==> src/rtl/fighter_anim_seq.sv <==
// fighter_anim_seq: per-fighter animation/state sequencer.
// Turns key levels and an opponent-hit level into a registered state
// machine that steps sprite frames on frame_clk rising edges and emits
// one-Clk move pulses (1 px per video frame).
// Optional build macro: FIGHTER_KNOCKBACK_EN adds a 2 px leftward
// knockback (move_l pulses) on the first two ticks of HURT.
module fighter_anim_seq #(
  parameter int STAND_FRAMES    = 8,
  parameter int FWD_FRAMES      = 5,
  parameter int BWD_FRAMES      = 5,
  parameter int ATTACK_FRAMES   = 9,
  parameter int HURT_FRAMES     = 4,
  parameter int DEFEND_FRAMES   = 1,
  parameter int TICKS_PER_FRAME = 4,
  parameter int HIT_FIRST       = 4,
  parameter int HIT_LAST        = 6
) (
  input  logic       Clk,
  input  logic       Reset,
  input  logic       frame_clk,
  input  logic       key_left,
  input  logic       key_right,
  input  logic       key_attack,
  input  logic       key_defend,
  input  logic       hit_in,
  output logic [7:0] character_state,
  output logic [7:0] frame_num,
  output logic       move_l,
  output logic       move_r,
  output logic       attack_active,
  output logic       busy
);

  typedef enum logic [2:0] {
    ST_STAND  = 3'd0,
    ST_ATTACK = 3'd1,
    ST_MOVEL  = 3'd2,
    ST_MOVER  = 3'd3,
    ST_HURT   = 3'd4,
    ST_DEFEND = 3'd5
  } state_t;

  localparam logic [7:0] LP_TPF_M1    = 8'(TICKS_PER_FRAME - 1);
  localparam logic [7:0] LP_HIT_FIRST = 8'(HIT_FIRST);
  localparam logic [7:0] LP_HIT_LAST  = 8'(HIT_LAST);

  // Index of the last sprite frame of a state.
  function automatic logic [7:0] last_frame(input state_t s);
    logic [7:0] v;
    case (s)
      ST_STAND:  v = 8'(STAND_FRAMES - 1);
      ST_ATTACK: v = 8'(ATTACK_FRAMES - 1);
      ST_MOVEL:  v = 8'(BWD_FRAMES - 1);
      ST_MOVER:  v = 8'(FWD_FRAMES - 1);
      ST_HURT:   v = 8'(HURT_FRAMES - 1);
      ST_DEFEND: v = 8'(DEFEND_FRAMES - 1);
      default:   v = 8'(STAND_FRAMES - 1);
    endcase
    return v;
  endfunction

  // Looping states may be interrupted by an attack request.
  function automatic logic is_loop(input state_t s);
    logic v;
    case (s)
      ST_STAND, ST_MOVEL, ST_MOVER, ST_DEFEND: v = 1'b1;
      default:                                 v = 1'b0;
    endcase
    return v;
  endfunction

  // Priority-ordered target state evaluated from base state s.
  function automatic state_t pick_target(input state_t s, input logic l,
                                         input logic r, input logic a,
                                         input logic d, input logic h);
    state_t t;
    if (h && (s != ST_HURT) && (s != ST_DEFEND)) begin
      t = ST_HURT;
    end else if (is_loop(s) && a) begin
      t = ST_ATTACK;
    end else if (d) begin
      t = ST_DEFEND;
    end else if (r && !l) begin
      t = ST_MOVER;
    end else if (l && !r) begin
      t = ST_MOVEL;
    end else begin
      t = ST_STAND;
    end
    return t;
  endfunction

  state_t     r_state;
  logic [7:0] r_frame;
  logic [7:0] r_sub;
  logic       r_fc_d;
  logic       r_move_l;
  logic       r_move_r;
  logic       r_attack_active;
  logic       r_busy;

  state_t     w_target;
  state_t     w_next_state;
  logic [7:0] w_next_frame;
  logic [7:0] w_next_sub;
  logic       w_tick;
  logic       w_frame_end;
  logic       w_last;
  logic       w_restart;
  logic       w_change;
  logic       w_kb;

  assign w_tick = frame_clk & ~r_fc_d;

  // Target selection and next frame/sub-tick counters for this tick.
  always_comb begin
    w_target     = r_state;
    w_restart    = 1'b0;
    w_next_state = r_state;
    w_next_frame = r_frame;
    w_next_sub   = r_sub;
    w_frame_end  = (r_sub == LP_TPF_M1);
    w_last       = (r_frame >= last_frame(r_state));
    if ((r_state == ST_ATTACK) || (r_state == ST_HURT)) begin
      // One-shots ignore keys; only a hit can cut an attack short.
      if ((r_state == ST_ATTACK) && hit_in) begin
        w_target = ST_HURT;
      end else if (w_frame_end && w_last) begin
        w_target  = pick_target(ST_STAND, key_left, key_right, key_attack,
                                key_defend, hit_in);
        w_restart = 1'b1;
      end else begin
        w_target = r_state;
      end
    end else begin
      w_target = pick_target(r_state, key_left, key_right, key_attack,
                             key_defend, hit_in);
    end
    w_change = w_tick && ((w_target != r_state) || w_restart);
    if (!w_tick) begin
      w_next_state = r_state;
    end else if (w_change) begin
      w_next_state = w_target;
      w_next_frame = 8'd0;
      w_next_sub   = 8'd0;
    end else if (w_frame_end) begin
      w_next_sub   = 8'd0;
      w_next_frame = w_last ? 8'd0 : (r_frame + 8'd1);
    end else begin
      w_next_sub = r_sub + 8'd1;
    end
  end

`ifdef FIGHTER_KNOCKBACK_EN
  // Knockback on the entry tick of HURT and the tick right after it.
  always_comb begin
    if (w_tick && (w_next_state == ST_HURT)) begin
      w_kb = (r_state != ST_HURT) || w_restart ||
             ((r_frame == 8'd0) && (r_sub == 8'd0));
    end else begin
      w_kb = 1'b0;
    end
  end
`else
  assign w_kb = 1'b0;
`endif

  // State, counters and all registered outputs.
  always_ff @(posedge Clk) begin
    if (Reset) begin
      r_fc_d          <= 1'b0;
      r_state         <= ST_STAND;
      r_frame         <= 8'd0;
      r_sub           <= 8'd0;
      r_move_l        <= 1'b0;
      r_move_r        <= 1'b0;
      r_attack_active <= 1'b0;
      r_busy          <= 1'b0;
    end else begin
      r_fc_d          <= frame_clk;
      r_state         <= w_next_state;
      r_frame         <= w_next_frame;
      r_sub           <= w_next_sub;
      r_move_r        <= w_tick && (w_next_state == ST_MOVER);
      r_move_l        <= (w_tick && (w_next_state == ST_MOVEL)) || w_kb;
      r_attack_active <= (w_next_state == ST_ATTACK) &&
                         (w_next_frame >= LP_HIT_FIRST) &&
                         (w_next_frame <= LP_HIT_LAST);
      r_busy          <= (w_next_state == ST_ATTACK) ||
                         (w_next_state == ST_HURT);
    end
  end

  assign character_state = {5'd0, r_state};
  assign frame_num       = r_frame;
  assign move_l          = r_move_l;
  assign move_r          = r_move_r;
  assign attack_active   = r_attack_active;
  assign busy            = r_busy;

endmodule

==> config.mk <==
export PLATFORM = sky130hd
export DESIGN_NAME = fighter_anim_seq
export DESIGN_NICKNAME = d
export VERILOG_FILES = /design/src/rtl/fighter_anim_seq.sv
export SDC_FILE = /design/constraint.sdc
export NUM_CORES = 1
export LEC_CHECK = 0
export ABC_AREA = 0
export ABC_CLOCK_PERIOD_IN_PS = 9200
export BUFFER_PORTS_ARGS = -buffer_cell sky130_fd_sc_hd__buf_2
export CELL_PAD_IN_SITES_DETAIL_PLACEMENT = 1
export CELL_PAD_IN_SITES_GLOBAL_PLACEMENT = 1
export CORE_ASPECT_RATIO = 0.75
export CORE_MARGIN = 1.5
export CORE_UTILIZATION = 35
export CTS_BUF_LIST = sky130_fd_sc_hd__clkbuf_16
export DETAILED_ROUTE_END_ITERATION = 8
export PLACE_DENSITY = 0.78
export SYNTH_ARGS = -nofsm -noshare
export SYNTH_HDL_FRONTEND = slang
export SYNTH_SLANG_ARGS = --single-unit
==> constraint.sdc <==
create_clock -name Clk -period 9.2 [get_ports Clk]
set_clock_uncertainty 0.05 [all_clocks]
set_input_delay 1.84 -clock Clk [delete_from_list [all_inputs] [get_ports Clk]]
set_output_delay 1.84 -clock Clk [all_outputs]
set_load 0.01 [all_outputs]
== Word level (Yosys, flattened, before mapping) ==
Cells that the tools add are included.
Storage, ports and cells
  register bits after elaboration: 24
  bits of input ports: 8
  output and inout port bits: 20
  word-level logic and storage cells: 78
Cells by class
  equal/unequal tests: 13
  bitwise logic cells: 2
  mux-type cells: 29
  order comparisons: 3
  reduce and logical (&&, ||, !) cells: 21
  add/subtract/negate cells: 2
Operators by type and width (count)
  two-way mux 8 bit: 6
  two-way mux 3 bit: 10
  adder 8 x 1 -> 8 bit, second input constant: 2
  one-hot mux 4 bit (4 select lines): 1
  logical AND 1 bit: 13
  equality test 3 x 2 -> 1 bit, second input constant: 4
  two-way mux 1 bit: 10
  equality test 3 bit, second input constant: 3
  equality test 8 x 2 -> 1 bit, second input constant: 1
  greater-or-equal comparator 8 x 3 -> 1 bit, second input constant: 1
  greater-or-equal comparator 8 bit: 1
  <= comparator 8 x 3 -> 1 bit, second input constant: 1
  equality test 3 x 1 -> 1 bit, second input constant: 2
  != test 3 bit, second input constant: 2
  two-way mux 2 bit: 2
  OR reduction 4 bit: 1
  zero test 3 bit: 1
  logical OR 1 bit: 3
  != test 3 bit: 1
  zero test 1 bit: 2
  OR reduction 2 bit: 1
  bitwise AND 1 bit: 1
  inverter 1 bit: 1

== Logic depth before layout (Yosys ltp) ==
Gate-level depths: netlist of the first run.
  depth in word-level cells: 22
  gate-level depth with buffers: 13
  gate-level depth less buffers: 11

== Worst setup path after synthesis of the first run ==
Ideal clock, no wire load.
  kind: in2reg
  from: input port key_left
  to: register r_sub[5]
  stages: 9
  buffers on the path: 0
  setup time: 74 ps
  arrival: 3961 ps
  setup slack: 5114 ps
  required time: 9076 ps
  cells stage by stage: inv_1 ha_1 or2_2 a221oi_2 o311a_1 o211ai_2 or2_1 or4_1 a31oi_1
On the way
  longest elaborated chain between the ends: 13
  elaborated cells between the ends (all ways): 17
  classes of those cells: eq/ne (1); mux (11); reduce/logical (5)
Ends and longest elaborated chain
  start: declaration: RTL line 21  | input logic key_left,
  logical AND 1 bit / zero test 1 bit (equally long branches): RTL line 85, 83
  two-way mux 2 bit / logical AND 1 bit (equally long branches): RTL line 85, 83
  two-way mux 2 bit (*): RTL line 83  | end else if (r && !l) begin
  two-way mux 3 bit (*): RTL line 81  | end else if (d) begin
  two-way mux 3 bit: RTL line 79  | end else if (is_loop(s) && a) begin
  two-way mux 3 bit: RTL line 77  | if (h && (s != ST_HURT) && (s != ST_DEFEND)) begin
  two-way mux 3 bit: RTL line 128  | end else if (w_frame_end && w_last) begin
  two-way mux 3 bit: RTL line 126  | if ((r_state == ST_ATTACK) && hit_in) begin
  two-way mux 3 bit (*): RTL line 124  | if ((r_state == ST_ATTACK) || (r_state == ST_HURT)) begin
  != test 3 bit (*): RTL line 139  | w_change = w_tick && ((w_target != r_state) || w_restart);
  logical OR 1 bit (*): RTL line 139
  logical AND 1 bit (*): RTL line 139
  two-way mux 8 bit (*): RTL line 142  | end else if (w_change) begin
  end signal: assignment: RTL line 183  | r_sub <= w_next_sub;
  end: declaration: RTL line 95  | logic [7:0] r_sub;
Mark *: on every way between the ends. The rest lies on a longest branch, timed or not.
A chain may end at the register's enable or synchronous reset.

== Final worst setup path of the first run ==
  from: input port key_left
  to: register r_sub[4]
The elaborated chain is that of the path after synthesis.

==> flow_summary.ini, run 1 <==
[worst_setup_path]
start_kind = primary input
worstReg2RegEnd = busy
critPathMaxFanout = 9
arrival_ps = 4300
reg2reg_depth = 11
criticalPathCategory = primary input to flop
r2r_start = r_state[1]
r2r_slack_ps = 5630
cp-end-kind = flop
cp.required_ps = 9320

[clock_network]
cts_setup_buffers = 0
cts_tree = yes
cts_root_buffer = clkbuf_16
htreeDepth = 1
clock_sinks = 24
clkLatencyLatePin_ps = 250
clk_pin_slew_worst_paths_ps = 60
cts_buffers = 3
clockBufferDepth = 2
holdBufCountCts = 0
cts.repair.resized = 0

[synth]
ys_top_cells_by_area = dfxtp_1, ha_1, nand3_1
synth.avg_cell_area_sq_um = 7.52
synthCells = 232
synthDistinctLibCells = 48
ys.flop_type = dfxtp_1
synth-edff-count = 0
yosysMostFrequentCell = dfxtp_1
ys_async_sr_fraction_pct = 0
synth_common_cells = dfxtp_1, nor2_1, nand2_1, nand3_1, a21oi_1
synth_seq_cells = 24
synthesis.area_sq_um = 1750
ys_seq_area_share_pct = 27.5
yosysTopAreaCell = dfxtp_1
netlist.area_leader.share_pct = 27.5
yosysWarnings = 0

[power]
switchingPower_uw = 77.2
ir_drop_mv = 0.0684
p_per_area_nw_per_um2 = 136
finalPower_uw = 264
p_int_uw = 187
combPwrFrac_pct = 23.2
p_clk_share_pct = 34.2
switching_share_pct = 29.2
power_frac_seq_pct = 42.6
p_leak_nw = 0.758

[floorplan]
pin_count = 28
fp.dieW_microns = 84.5
die_h_microns = 64.2
initial_core_util_pct = 36.0
die_area_sq_um = 5420
core_sq_um = 4840
placementRows = 22

[route]
drc = 0
dr.first_iter.drc_count = 117
vias_per_cell = 5.76
wl_microns = 4800
drt.antenna.violating_nets = 0
drtPass1Iterations = 4
wl_per_cell_microns = 15.7
vias = 1758

[min_path]
whs_endpoint = r_sub[1]
min_path_type = flop to flop
hp-start = r_sub[1]
min_delay_path_depth = 2

[global_routing]
grt_pass1_vias = 1612
grt_pass1_wl_microns = 8100
antenna_found_initial = 0
overflow = 0
grt_max_degree = 23
grt.total_usage_pct = 18.5

[placement]
port_buffers = 22
pre_cts_slack_ps = 4750
place_congestion = 0.850
dp_hpwl_microns = 3650
dp_cells = 302

[finish]
fin_nets = 262
area_growth_pct = 11.3
final_core_util_pct = 40.1
diodes = 0
drive_gt1_share_pct = 15.9
regArea_sq_um = 480
stdcell_count = 305
fillCellCount = 631
multiInputGateArea_sq_um = 1160

[run]
maxCapViolations = 0

[timing]
fin_tns_setup_ps = 0
timing.max_slew.rel_slack_pct = 34.7
setup_viol = 0
grt_setup_unrepaired = false
setup_ws_ps = 5030
finalHoldViolations = 0
tightest_slew_ps = 978
finalCritPeriodShare_pct = 45.4
final_max_slew_viol_count = 0
finalCriticalPeriod_ps = 4170
fmax_mhz = 240

[run_status]
status = finished clean
[cells by family after synthesis]
family	after synthesis	share of synthesized area (%)
other	1	0.215
and+or+nand+nor	110	34.9
xor gates and xnor gates	1	0.502
buffers and inverters	26	6.88
adders and majority gates	7	5.02
DFF	24	27.5
AOI/OAI and AO/OA	63	24.9
[how the worst max path moves through the flow]
stage / depth (start not counted) / startpoint / endpoint
final: 10 / key_left / r_sub[4]
after global placement: 10 / key_left / r_sub[5]
after CTS: 10 / key_left / r_sub[4]
after global routing: 10 / key_left / r_sub[4]
after floorplan: 9 / key_left / r_sub[5]
after detailed placement: 10 / key_left / r_sub[4]
[critical path, cell delays in order]
cell	delay [ps]
buf_2	80
inv_1	30
ha_1	190
or2_2	320
a221oi_2	370
o311a_1	280
o211ai_2	190
or2_1	330
or4_1	480
a31oi_1	180
[power groups by stage]
stage          Sequential (mW)  Combinational (mW)  Clock (mW)
2_1_floorplan            0.112              0.0486           0
3_3_place_gp             0.115              0.0598           0
3_5_place_dp             0.115              0.0607           0
4_1_cts                  0.112              0.0608      0.0930
5_1_grt                  0.113              0.0692      0.0987
6_report                 0.112              0.0613      0.0902
[layer usage]
metal | vias up | GRT usage (%) | part of all wire, %
met1 | 834 | 28.0 | 53
li1 | 871 | - | -
met3 | 2 | 5.30 | 6.9
met2 | 51 | 26.8 | 40
met5 | - | 0 | 0
met4 | 0 | 1.81 | 0.25
[registers in the layout, summed over array words and instances (netlist names)]
signal,cells
move_l,1
attack_active,1
move_r,1
r_state,3
r_sub,8
r_fc_d,1
frame_num,8
busy,1
[cell usage in the layout, fill, tap and decap left out, types with 2 or more instances in the layout]
cell type  instances
nor2_1            20
nor2b_1            6
a211o_1            2
o21a_1             4
or3_1              2
a31oi_1            6
a21oi_1           14
nand2_1           18
buf_2             22
inv_1              9
o211a_1            2
or2_2              3
dfxtp_1           24
clkbuf_16          3
or4_1              5
and3_1             6
nand2b_1           5
nor3_1             5
a2111oi_0          2
and2_1             4
nand4_1            5
nor4_1             6
conb_1             5
a21o_1             2
o21ba_2            2
nand3_1           17
o31ai_1            2
o211ai_1           6
o21ai_0           13
ha_1               7
[per-stage QoR]
stage / cell area (sq um) / hold slack (ps)
floorplan: 1760 / 399
global placement: 1870 / 413
detailed placement: 1870 / 432
CTS: 1940 / 440
global route: 1940 / 467
finish: 1940 / 431
[layout make-up]
cell class	count	share of cell area, %
Timing Repair Buffer	23	6.06
Sequential cell	24	24.7
Tap cell	60	3.87
Clock buffer	3	3.87
Multi-Input combinational cell	186	59.7
Inverter	9	1.74
No activity file was read; power rests on OpenSTA's default activity.
==> inputs of run 2 (changes only) <==
ABC_AREA = 1   (was 0)
ABC_CLOCK_PERIOD_IN_PS = 3500   (was 9200)
PLACE_DENSITY = 0.84   (was 0.78)
clock period = 3.5 ns   (was 9.2 ns; I/O delays follow)
==> run 2 against run 1 <==
Synthesized cell count increased by 23%. Flip-flop and latch count unchanged. Sequential share of layout area decreased by 1.2 points. Non-clock buffer count increased by 1. Clock power increased to 2.7 times the previous value. Largest cell class unchanged. Combinational power increased to 3.5 times the previous value. Area after synthesis increased by 3.3%. Hold slack got worse by 12 ps. Sequential power increased to 2.6 times the previous value. Register-to-register slack got worse by 5100 ps.
==> flow_summary.ini, run 2 <==
[power]
ir_drop_mv = 0.196
switchingPower_uw = 249
p_per_area_nw_per_um2 = 367
switching_share_pct = 33.3
p_clk_share_pct = 32.6
p_leak_nw = 1.03
combPwrFrac_pct = 28.5
power_frac_seq_pct = 38.8
finalPower_uw = 749
p_int_uw = 499

[worst_setup_path]
cpMostUsedCell = nand2_1
critPathMaxFanout = 6
cp.required_ps = 3640
cp-end-kind = flop
start_kind = flop
max_stage_delay_ps = 440
crit_chain = nand2_2 > nor2_2 > inv_2 > ha_1 > nand2_1 > nand2_1 > nor2_1 > nand2_2 > nand2_4 > nand2_1 > nand3_2 > nand2_1 > nand2_1 > nand2_1 > nor2_4 > nand2_4 > nor3_4 > nand3b_1 > a21oi_1
crit_buf_inv = 1
cpMaxStageDelayCell = dfxtp_1
criticalPathCategory = flop to flop
cp_top_family = simple AND/OR/NAND/NOR gates
arrival_ps = 3100

[finish]
stdcell_count = 366
drive_gt1_share_pct = 18.3
mostFrequentLayoutCell = nand2_1
fillCellCount = 662
final_core_util_pct = 41.3
area_growth_pct = 13.0
diodes = 0
final_cell_mix = nand2_1, nor2_1, inv_1, nand3_1, dfxtp_1
fin_nets = 323

[placement]
port_buffers = 22
dp_hpwl_microns = 4170
dp_cells = 363
place_congestion = 0.944

[global_routing]
grt_pass1_vias = 1911
grt_max_degree = 20
grt_pass1_wl_microns = 9040
grt.total_usage_pct = 20.4
antenna_found_initial = 0
overflow = 0

[floorplan]
die_h_microns = 65.2
core_sq_um = 4930
pin_count = 28
placementRows = 22
fp.dieW_microns = 85.9
initial_core_util_pct = 36.6
die_area_sq_um = 5600

[clock_network]
cts_root_buffer = clkbuf_16
holdBufCountCts = 0
cts.repair.resized = 0
cts_tree = yes
clock_sinks = 24
cts_setup_buffers = 0
clk_pin_slew_worst_paths_ps = 60
clkLatencyLatePin_ps = 250
clockBufferDepth = 2
cts_buffers = 3
htreeDepth = 1

[route]
drc = 0
wl_per_cell_microns = 14.6
drtPass1Iterations = 4
vias_per_cell = 5.19
wl_microns = 5340
dr.first_iter.drc_count = 77
drt.antenna.violating_nets = 0
vias = 1900

[timing]
finalCritPeriodShare_pct = 84.6
final_max_slew_viol_count = 0
setup_viol = 0
holdWs_ps = 419
grt_setup_unrepaired = false
fin_tns_setup_ps = 0
finalHoldViolations = 0
finalCriticalPeriod_ps = 2960
fmax_mhz = 338

[synth]
yosysTopAreaCell = dfxtp_1
yosysMostFrequentCell = nand2_1
synth.avg_cell_area_sq_um = 6.33
synthCells = 285
ys_top_cells_by_area = dfxtp_1, nand2_1, nand3_1
synth-edff-count = 0
ys_async_sr_fraction_pct = 0
synth_common_cells = nand2_1, nor2_1, inv_1, nand3_1, dfxtp_1
synthDistinctLibCells = 32
ys.flop_type = dfxtp_1
synth_seq_cells = 24
ys_seq_area_share_pct = 26.6
netlist.area_leader.share_pct = 26.6
synthesis.area_sq_um = 1800
yosysWarnings = 0

[run_status]
status = finished clean

[min_path]
min_path_type = flop to flop

[run]
maxCapViolations = 0
[run 2: logic make-up (layout without fill, tap and decap cells)]
family                   after synthesis  count (layout)  share of synthesized area [%]
other                                  1               5                          0.208
adder cells (fa/ha/maj)                7               7                           4.86
AO/OA/AOI/OAI                         28              28                           9.02
buffers and inverters                 50              67                           11.5
multiplexers                           2               2                           1.11
flip-flops                            24              24                           26.6
XOR/XNOR                               5               5                           2.43
AND/OR/NAND/NOR                      168             168                           44.3
[run 2: per-layer routing]
layer  wire length, microns  part of all wire, %  track usage, %  vias to the layer above
met5                      0                    0               0                        -
met4                     32                 0.60            3.23                        0
met3                    267                  5.0            3.52                        4
met2                   2380                   45            33.5                       57
met1                   2650                   50            28.7                      892
li1                       -                    -               -                      947
[run 2: path summary, 6_finish.rpt]
path / startpoint / endpoint / slack (ps) / cells after the start
setup reg to reg: r_state[0] / r_sub[4] / 540 / 19
hold reg to reg: r_sub[7] / r_sub[7] / 420 / 2
setup / recovery: r_state[0] / r_sub[4] / 540 / 19
hold / removal: r_sub[7] / r_sub[7] / 420 / 2
[run 2: metrics by stage]
stage / worst slack, ps / area [sq um]
final: 540 / 2040
after global routing: 235 / 2040
after CTS: 530 / 2040
after detailed placement: 562 / 1960
after global placement: 645 / 1960
after floorplan: 928 / 1820
[run 2: worst register-to-register path: stages, from the launching register on]
cell and delay (ps):
dfxtp_1 440, nand2_2 120, nor2_2 190, inv_2 100, ha_1 290, nand2_1 60, nand2_1 50, nor2_1 140
nand2_2 140, nand2_4 110, nand2_1 70, nand3_2 110, nand2_1 100, nand2_1 80, nand2_1 90, nor2_4 140
nand2_4 100, nor3_4 260, nand3b_1 140, a21oi_1 130
[run 2: layout make-up]
class                      count  area [sq um]  area share [%]
multi-input combinational    215          1130            55.5
timing repair buffer          24           125            6.14
clock buffer                   3          75.1            3.69
inverter                      40           150            7.37
sequential                    24           480            23.6
tap                           60          75.1            3.69
[run 2: power by group through the flow]
stage | registers [mW] | logic, mW | clock network, mW
detailed placement | 0.297 | 0.210 | 0
global placement | 0.297 | 0.205 | 0
CTS | 0.291 | 0.214 | 0.251
floorplan | 0.298 | 0.160 | 0
global route | 0.292 | 0.238 | 0.256
finish | 0.291 | 0.214 | 0.244
